`config.mk`:
```
export PLATFORM = sky130hd
export DESIGN_NAME = simple_alu
export DESIGN_NICKNAME = d
export VERILOG_FILES = /design/src/rtl/simple_alu.sv
export SDC_FILE = /design/constraint.sdc
export NUM_CORES = 1
export LEC_CHECK = 0
export BUFFER_PORTS_ARGS = -buffer_cell sky130_fd_sc_hd__buf_4
export CORE_MARGIN = 4
export CORE_UTILIZATION = 25
export DETAILED_ROUTE_END_ITERATION = 8
export PLACE_DENSITY = 0.41
export SETUP_SLACK_MARGIN = 0.2
export SYNTH_ARGS = -nofsm -noshare
export SYNTH_HDL_FRONTEND = slang
export SYNTH_SLANG_ARGS = --single-unit
```
`constraint.sdc`:
```
create_clock -name clk -period 5.3 [get_ports clk]
set_clock_uncertainty 0.1 [all_clocks]
set_input_delay 1.06 -clock clk [delete_from_list [all_inputs] [get_ports clk]]
set_output_delay 1.06 -clock clk [all_outputs]
set_load 0.01 [all_outputs]
```
`src/rtl/simple_alu.sv`:
```
// Two-stage registered ALU: stage 1 captures operands/opcode on en_i,
// stage 2 registers the result and flags on en_o.
module simple_alu #(
  parameter int unsigned WIDTH = 4
) (
  input  logic             clk,
  input  logic             rst,
  input  logic             en_i,
  input  logic             en_o,
  input  logic [1:0]       select_op,
  input  logic [WIDTH-1:0] a,
  input  logic [WIDTH-1:0] b,
  output logic [WIDTH-1:0] out,
  output logic             carry,
  output logic             zero
);

  localparam int unsigned EXT_W = WIDTH + 1;

  localparam logic [1:0] OP_ADD = 2'b00;
  localparam logic [1:0] OP_SUB = 2'b01;
  localparam logic [1:0] OP_AND = 2'b10;
  localparam logic [1:0] OP_OR  = 2'b11;

  logic [WIDTH-1:0] a_q, a_d;
  logic [WIDTH-1:0] b_q, b_d;
  logic [1:0]       op_q, op_d;
  logic [WIDTH-1:0] out_q, out_d;
  logic             carry_q, carry_d;
  logic             zero_q, zero_d;

  logic [EXT_W-1:0] sum_c;
  logic [EXT_W-1:0] diff_c;
  logic [WIDTH-1:0] res_c;
  logic             c_c;

  // Extended-width add/sub: the extra MSB is carry-out or borrow respectively.
  always_comb begin
    sum_c  = EXT_W'(a_q) + EXT_W'(b_q);
    diff_c = EXT_W'(a_q) - EXT_W'(b_q);
    res_c  = '0;
    c_c    = 1'b0;
    case (op_q)
      OP_ADD: begin
        res_c = sum_c[WIDTH-1:0];
        c_c   = sum_c[WIDTH];
      end
      OP_SUB: begin
        res_c = diff_c[WIDTH-1:0];
        c_c   = diff_c[WIDTH];
      end
      OP_AND: res_c = a_q & b_q;
      OP_OR:  res_c = a_q | b_q;
      default: begin
        res_c = '0;
        c_c   = 1'b0;
      end
    endcase
  end

  always_comb begin
    a_d     = a_q;
    b_d     = b_q;
    op_d    = op_q;
    out_d   = out_q;
    carry_d = carry_q;
    zero_d  = zero_q;
    if (en_i) begin
      a_d  = a;
      b_d  = b;
      op_d = select_op;
    end
    if (en_o) begin
      out_d   = res_c;
      carry_d = c_c;
      zero_d  = (res_c == '0);
    end
  end

  always_ff @(posedge clk) begin
    if (rst) begin
      a_q     <= '0;
      b_q     <= '0;
      op_q    <= '0;
      out_q   <= '0;
      carry_q <= 1'b0;
      zero_q  <= 1'b0;
    end else begin
      a_q     <= a_d;
      b_q     <= b_d;
      op_q    <= op_d;
      out_q   <= out_d;
      carry_q <= carry_d;
      zero_q  <= zero_d;
    end
  end

  assign out   = out_q;
  assign carry = carry_q;
  assign zero  = zero_q;

endmodule

```
==> summary.txt, run 1 <==
Layout
  • # nets final: 157
  • Most frequent cells in the layout: buf_4 (19), nor2_1 (18), dfxtp_1 (16), inv_1 (13)
  • N_diodes: 0
  • Final Instance Area: 1220 um2
  • Layout area overhead: 21.6%
  • Commonest non-fill, non-tap cell in the layout: buf_4
  • Layout cells sized above 1: 18.9%

Critical path
  • Cell mode on critical path: inv_1
  • Kind of start point of the critical path: flop
  • Worst setup EP type: flop
  • Worst r2r src: a_q[0]
  • Worst Path Required: 5390 ps
  • WP buf/inv: 2
  • Critical path arrival: 2220 ps
  • CP delay by family, top: adder cells
  • CP startpoint: a_q[0]
  • Crit path max fanout: 3
  • WS Path Type: flop to flop
  • Worst path max stage delay: 520 ps
  • Worst Reg2Reg Path Length in Cells: 7
  • Slowest-stage cell, CP: mux4_1
  • CP Cell Sequence: inv_1 > ha_1 > inv_1 > fa_1 > mux4_1 > nor3_1 > a31o_1
  • Worst path depth: 7

Yosys
  • Synth Warn #: 0
  • Synth Register Bits: 16
  • Top cells by area, synth: dfxtp_1 (32%), ha_1 (15%), mux2i_1 (12%)
  • Top_reg_cell synth: dfxtp_1
  • Cell Area, Synth: 1000 um2
  • Sequential share of the synthesized area: 31.9%
  • Compound-Gate Fraction of Synth Area: 10.5%
  • Post-synth EDFFs: 0
  • Main combinational cell family by area after synthesis: adder cells
  • Yosys top cell area share: 31.9%
  • Syn Inst Count: 110
  • Async SR Flop Fraction: 0%
  • Post-Synth Simple-Gate Area: 15.2%
  • Synth Area in Adders: 19.0%
  • Yosys top cell by area: dfxtp_1
  • Post-synthesis xor/xnor area fraction: 0.873%
  • Post-synthesis mux area share: 14.6%
  • Syn_area_per_cell: 9.12 um2
  • Synth unique cells: 29
  • Synth Net Count: 138

Timing
  • Worst slew pin tran: 450 ps
  • Setup TNS: 0 ps
  • Rel. slew slack: 70.0%
  • Hold Violations, Final: 0
  • Peak Freq: 471 MHz
  • Final worst slack: 3180 ps
  • Min Hold Slack: 366 ps
  • Unrepaired setup endpoints after global routing: false
  • Period utilisation layout: 40.1%
  • Tmin final: 2120 ps
  • Final setup fails: 0
  • Final Slew Violations: 0

Floorplanning
  • Num ports: 20
  • Die width: 71.4 um
  • Die area: 5090 um2
  • # rows: 22
  • Core ar.: 3770 um2
  • Starting Density: 26.6%
  • Die Span Y: 71.4 um

Clock tree
  • Clock Sinks: 16
  • Clock H-tree levels: 1
  • Gates resized, CTS repair: 0
  • CTS max path bufs: 2
  • CTS clk-pin slew, worst paths: 60 ps
  • Hold buffers post-CTS: 0
  • Clk root buf: clkbuf_8
  • CTS buffer count: 3
  • # Post-CTS Setup Buffers: 0
  • Clk_lat worst skew: 250 ps
  • CTS tree: done

Placement
  • Port Buffers: 19
  • GP Congestion: 0.756
  • DP HPWL: 1610 um
  • Setup WS pre-CTS: 3180 ps
  • Placed cell area: 1180 um2

Pwr
  • Net Sw Frac: 27.1%
  • Power Density: 237 nW/um2
  • Clock share of power: 31.5%
  • Leak: 0.000576 uW
  • VDD IR max: 0.128 mV
  • Reg power frac: 47.3%
  • Combinational share of power: 21.2%
  • Int Power: 211 uW
  • Psw: 78.3 uW

Run
  • Max-cap violation count: 0

Global routing
  • Met3 usage: 3.65%
  • Congestion Overflow GR: 0
  • GR Util met2: 13.5%
  • Initial antenna violation count: 0
  • GR Layer Usage met1: 11.1%
  • GR peak layer: met2
  • Total global routing track utilization: 8.74%
  • First-pass GRT wire length: 3450 um
  • Number of global-route vias before repair: 754
  • Largest net degree at the start of global routing: 18

Detailed routing
  • DRC errors left: 0
  • Via count: 775
  • Routed WL per cell: 11.7 um
  • Vias per cell: 4.43
  • Total Wirelength: 2040 um
  • Final ANT Viol Nets: 0
  • Pre-antenna DRT Iters: 4
  • Initial drt markers: 17

Hold path
  • Hold_sp: carry
  • Worst Hold Class: flop to flop
  • Hold Path Depth: 2

Run status
  • Status: complete, no violations
## cells by family after synthesis
group | count (synthesis)
and+or+nand+nor | 30
buffers and inverters | 19
AOI/OAI and AO/OA | 17
DFF | 16
adders and majority gates | 14
muxes | 13
xor gates and xnor gates | 1
## metrics by stage
stage | total power (uW) | std cells | util [%]
5_1_grt | 311 | 175 | 32.3
3_3_place_gp | 201 | 172 | 31.3
3_5_place_dp | 202 | 172 | 31.3
2_1_floorplan | 180 | 110 | -
6_report | 289 | 175 | 32.3
4_1_cts | 297 | 175 | 32.3
## power groups by stage
stage / Sequential, uW / Clock (uW) / Combinational [uW]
6_report: 137 / 91.0 / 61.4
5_1_grt: 138 / 103 / 69.7
3_3_place_gp: 139 / 0 / 62.0
3_5_place_dp: 140 / 0 / 62.6
2_1_floorplan: 138 / 0 / 41.8
4_1_cts: 137 / 96.7 / 63.0
## cell type report
| cell class | count | area, um2 |
|---|---|---|
| Multi-Input combinational cell | 75 | 603 |
| Tap cell | 48 | 60.1 |
| Clock buffer | 3 | 41.3 |
| Fill cell | 405 | 2550 |
| Timing Repair Buffer | 19 | 143 |
| Inverter | 14 | 52.6 |
| Sequential cell | 16 | 320 |
## path summary, 6_finish.rpt
| check | slack [ps] | end |
|---|---|---|
| max | 3180 | zero |
| min | 370 | carry |
| max reg2reg | 3180 | zero |
| min reg2reg | 370 | carry |
## registers in the layout (all words and copies together) (netlist names)
signal / count
a_q: 4
carry: 1
out: 4
zero: 1
b_q: 4
op_q: 2
## synthesized netlist by cell type, types with 3 or more instances
master    number
inv_1         13
nor2_1        18
clkbuf_1       3
ha_1          12
dfxtp_1       16
a21oi_1        6
o21ai_0        4
mux2i_1       12
## worst reg2reg max path, delay by kind of cell (launching register included)
| family | cells | cell delay, ps |
|---|---|---|
| muxes | 1 | 520 |
| and+or+nand+nor | 1 | 160 |
| DFF | 1 | 380 |
| adders and majority gates | 2 | 610 |
| AOI/OAI and AO/OA | 1 | 160 |
| buffers and inverters | 2 | 150 |
## layer usage
layer	part of all wire, %	wire (um)
met1	50	1010
met2	43	883
met3	6.2	126
met4	0.93	19
met5	0	0
Power figures use the tool's default switching activity.
==> run 2, diff against run 1 <==
==> constraint.sdc (replaced) <==
create_clock -name clk -period 2.1 [get_ports clk]
set_clock_uncertainty 0.1 [all_clocks]
set_input_delay 0.42 -clock clk [delete_from_list [all_inputs] [get_ports clk]]
set_output_delay 0.42 -clock clk [all_outputs]
set_load 0.01 [all_outputs]
==> run 2 against run 1 <==
  * Final area is 6.3% higher
  * Sequential share of layout area decreased by 1.3 points
  * Flip-flop and latch count stayed put
  * First-iteration DRC count is 53% lower
  * Register-to-register slack worse by 3000 ps
  * Die area did not move
  * Count of clock-buffer cells in the layout unchanged
  * Critical path depth decreased by 2
  * Via count rose by 2.7%
  * Highest routed layer unchanged
==> summary.txt, run 2 (same netlist as run 1, synthesis figures left out) <==
Run status
  • Status: complete, no violations

Pwr
  • Leak: 0.000596 uW
  • Power Density: 578 nW/um2
  • Reg power frac: 45.8%
  • VDD IR max: 0.327 mV
  • Net Sw Frac: 27.1%
  • Clock share of power: 30.3%
  • Combinational share of power: 23.9%
  • Psw: 203 uW
  • Int Power: 546 uW

Critical path
  • WS Path Type: flop to flop
  • Critical path arrival: 2010 ps
  • Crit path max fanout: 4
  • Worst setup EP type: flop
  • Kind of start point of the critical path: flop
  • Worst Path Required: 2200 ps
  • Worst Reg2Reg Path Length in Cells: 5

Hold path
  • Hold Path Depth: 3
  • Worst Hold Class: primary input to flop

Layout
  • Multi-input gate area: 638 um2
  • Most frequent cells in the layout: buf_4 (24), nor2_1 (18), dfxtp_1 (13), mux2i_1 (12), inv_1 (11)
  • Layout cells sized above 1: 30.3%
  • Final Util: 34.4%
  • Commonest non-fill, non-tap cell in the layout: buf_4
  • # nets final: 162
  • Layout area overhead: 29.2%
  • FF/Latch Area: 324 um2
  • Non-Filler Instances: 180
  • Layout fillers: 387
  • N_diodes: 0

Timing
  • Tmin final: 1910 ps
  • Min Hold Slack: 305 ps
  • Final setup fails: 0
  • Peak Freq: 523 MHz
  • Unrepaired setup endpoints after global routing: true
  • Setup TNS: 0 ps
  • Rel. slew slack: 77.9%
  • Final Slew Violations: 0
  • Final worst slack: 187 ps
  • Period utilisation layout: 91.1%
  • Worst slew pin tran: 331 ps
  • Hold Violations, Final: 0

Floorplanning
  • Core ar.: 3770 um2
  • Die width: 71.4 um
  • Die area: 5090 um2
  • Die Span Y: 71.4 um
  • Starting Density: 26.6%
  • # rows: 22
  • Num ports: 20

Clock tree
  • Clk root buf: clkbuf_8
  • Clock H-tree levels: 1
  • CTS buffer count: 3
  • Clock Sinks: 16
  • Hold buffers post-CTS: 0
  • CTS clk-pin slew, worst paths: 60 ps
  • CTS tree: done
  • Clk_lat worst skew: 250 ps
  • CTS max path bufs: 2

Global routing
  • Number of global-route vias before repair: 838
  • Initial antenna violation count: 0
  • Congestion Overflow GR: 0
  • Largest net degree at the start of global routing: 18
  • Total global routing track utilization: 8.95%
  • First-pass GRT wire length: 3670 um

Placement
  • GP Congestion: 0.796
  • DP HPWL: 1670 um
  • Placed Cells: 176
  • Port Buffers: 19
  • Setup WS pre-CTS: 125 ps

Detailed routing
  • Via count: 796
  • Routed WL per cell: 11.5 um
  • Total Wirelength: 2070 um
  • Initial drt markers: 8
  • DRC errors left: 0
  • Pre-antenna DRT Iters: 2
  • Final ANT Viol Nets: 0
  • Vias per cell: 4.42

Run
  • Max-cap violation count: 0
## run 2: changes by cell type in the layout (fill, tap and decap cells not counted), moves of 2 or more
cell,delta
buf_4,+5
dfxtp_1,-3
dfxtp_2,+3
ha_1,-3
ha_4,+2
inv_1,-2
inv_2,+2
o21ai_0,-2
o21ai_1,+2
## run 2: what timing repair did
action / CTS / global route
pin swaps: 0 / 2
setup endpoints to repair: 4 / 5
buffers inserted: 0 / 1
gates resized for setup: 7 / 4
## run 2: power by group through the flow
| stage | combinational [uW] | clock, uW | sequential [uW] |
|---|---|---|---|
| floorplan | 108 | 0 | 350 |
| global placement | 168 | 0 | 348 |
| detailed placement | 171 | 0 | 349 |
| CTS | 179 | 239 | 343 |
| global route | 201 | 260 | 346 |
| finish | 179 | 227 | 343 |
## run 2: stage by stage
| step | area (um2) | power, uW |
|---|---|---|
| after floorplan | 1010 | 458 |
| after global placement | 1210 | 516 |
| after detailed placement | 1210 | 520 |
| after CTS | 1290 | 762 |
| after global routing | 1300 | 807 |
| final | 1300 | 749 |
## run 2: critical path, cell delays in order, from the launching register on
cell and delay (ps):
dfxtp_2 370, ha_2 210, fa_1 420, mux4_2 490, nor3_2 120, a31o_1 150
## run 2: final timing paths
kind	from	end	slack [ps]
worst min-delay path	b[2]	b_q[2]	300
worst max-delay path	b_q[0]	zero	190
worst min register to register	carry	carry	380
worst max register to register	b_q[0]	zero	190
## run 2: cell type report
type	count	area share (%)
well taps	48	4.63
clock buffers	3	3.19
inverters	14	4.05
flip-flops and latches	16	25.0
multi-input cells	75	49.2
repair buffers	24	13.9
## run 2: routing by layer
metal	track usage, %	part of all wire (%)	vias up
met4	1.25	0.48	0
met5	0	0	-
met2	15.5	44	19
met1	10.5	47	362
li1	-	-	412
met3	3.79	7.6	3
==> run 3, diff against run 2 <==
==> constraint.sdc (replaced) <==
create_clock -name clk -period 1.8 [get_ports clk]
set_clock_uncertainty 0.1 [all_clocks]
set_input_delay 0.36 -clock clk [delete_from_list [all_inputs] [get_ports clk]]
set_output_delay 0.36 -clock clk [all_outputs]
set_load 0.01 [all_outputs]
==> run 3 against run 2 <==
  * The flow now finishes with violations (negative setup slack)
  * Count of clock-buffer cells in the layout grew 1
  * Sequential power up 16%
  * Combinational power increased by 32%
  * Register-to-register slack worse by 260 ps
  * Critical endpoint unchanged
  * Largest power group unchanged
==> summary.txt, run 3 (same netlist as run 1, synthesis figures left out) <==
Critical path
  • Worst path max stage delay: 480 ps
  • Kind of start point of the critical path: flop
  • Setup slack, reg-to-reg: -80 ps
  • WP buf/inv: 2
  • Critical path arrival: 1980 ps
  • CP Cell Sequence: inv_2 > ha_4 > inv_2 > fa_1 > mux4_2 > nor3_2 > a31o_1
  • Worst reg2reg endpoint: zero
  • Worst r2r src: a_q[0]
  • Slowest-stage cell, CP: mux4_2
  • Worst Reg2Reg Path Length in Cells: 7
  • WS Path Type: flop to flop
  • Worst setup EP type: flop
  • Cell mode on critical path: inv_2
  • Crit path max fanout: 3
  • Worst Path Required: 1900 ps
  • CP delay by family, top: adder cells

Detailed routing
  • Total Wirelength: 2230 um
  • Routed WL per cell: 11.8 um
  • Pre-antenna DRT Iters: 4
  • Via count: 842
  • Initial drt markers: 15
  • Final ANT Viol Nets: 0
  • DRC errors left: 0
  • Vias per cell: 4.46

Global routing
  • First-pass GRT wire length: 3880 um
  • Congestion Overflow GR: 0
  • Total global routing track utilization: 9.60%
  • Number of global-route vias before repair: 845
  • Largest net degree at the start of global routing: 18
  • Initial antenna violation count: 0

Layout
  • # nets final: 170
  • N_diodes: 0
  • Final Util: 37.7%
  • Layout area overhead: 41.5%
  • Commonest non-fill, non-tap cell in the layout: buf_4
  • Most frequent cells in the layout: buf_4 (31), nor2_1 (17), mux2i_1 (12), dfxtp_1 (11), inv_1 (9)
  • Final Instance Area: 1420 um2
  • Layout cells sized above 1: 43.3%
  • Non-Filler Instances: 189

Timing
  • Peak Freq: 533 MHz
  • Final setup fails: 3
  • Rel. slew slack: 78.2%
  • Worst slew pin tran: 327 ps
  • Setup TNS: -166 ps
  • Tmin final: 1880 ps
  • Hold Violations, Final: 0
  • Final Slew Violations: 0
  • Unrepaired setup endpoints after global routing: true
  • Final worst slack: -76.7 ps
  • Period utilisation layout: 104%

Run
  • Max-cap violation count: 0

Clock tree
  • CTS buffer count: 3
  • CTS tree: done
  • Hold buffers post-CTS: 0
  • Clock Sinks: 16
  • Clk_lat worst skew: 250 ps
  • Clock H-tree levels: 1
  • CTS max path bufs: 2
  • CTS clk-pin slew, worst paths: 70 ps
  • Clk root buf: clkbuf_8

Floorplanning
  • Die area: 5090 um2
  • Die Span Y: 71.4 um
  • Die width: 71.4 um
  • Starting Density: 26.6%
  • Num ports: 20
  • Core ar.: 3770 um2
  • # rows: 22

Placement
  • Placed Cells: 183
  • DP HPWL: 1710 um
  • GP Congestion: 0.788
  • Placed cell area: 1300 um2
  • Port Buffers: 19

Pwr
  • Power Density: 678 nW/um2
  • VDD IR max: 0.281 mV
  • Leak: 0.000645 uW
  • Design Power: 963 uW

Run status
  • Status: finished with violations
  • Failing checks: negative setup slack

Hold path
  • Hold Path Sink: a_q[3]
  • Worst Hold Class: primary input to flop
  • Hold Path Depth: 3
  • Hold_sp: a[3]
## run 3: cell types whose count changed in the layout (fill, tap and decap cells not counted), moves of 2 or more
| cell | delta |
|---|---|
| ha_1 | -3 |
| inv_1 | -2 |
| a21oi_1 | -3 |
| inv_2 | +2 |
| buf_4 | +7 |
| ha_2 | +2 |
| a21oi_2 | +3 |
| dfxtp_4 | +2 |
| dfxtp_1 | -2 |
## run 3: tightest hold or removal path, stage by stage
cell	delay [ps]
buf_4	70
mux2i_1	50
nor2_1	70
## run 3: worst max-delay path by stage
stage | start | end | depth (start not counted)
3_3_place_gp | b_q[0] | out[1] | 5
5_1_grt | a_q[0] | out[1] | 7
3_5_place_dp | a_q[0] | zero | 7
4_1_cts | a_q[0] | zero | 7
6_report | a_q[0] | zero | 7
2_1_floorplan | b_q[0] | out[1] | 5
## run 3: through the flow
stage               setup WS [ps]  hold slack (ps)
floorplan                   -25.6              384
global placement            -69.1              361
detailed placement          -71.6              360
CTS                         -86.9              232
global route                 -167              247
finish                      -76.7              239
## run 3: timing repair
action / in CTS / in global routing
pin swaps: 6 / 6
buffers inserted: 1 / 1
resized for setup: 10 / 5
hold endpoints to repair: 0 / 0
setup endpoints to repair: 5 / 6
## run 3: cell type report
type	instances	area (um2)
well taps	48	60.1
clock buffers	4	55.1
inverters	14	52.6
flip-flops and latches	16	332
fillers	387	2350
repair buffers	32	244
multi-input cells	75	677
## run 3: power breakdown
group	switching [uW]	internal [uW]
combinational	109	128
sequential	20.7	378
clock	132	194
total	262	701
## run 3: per-layer routing
metal	global-route usage [%]	wire [um]
met1	12.0	1060
met5	0	0
met4	4.80	34
met3	2.38	104
met2	15.3	1030
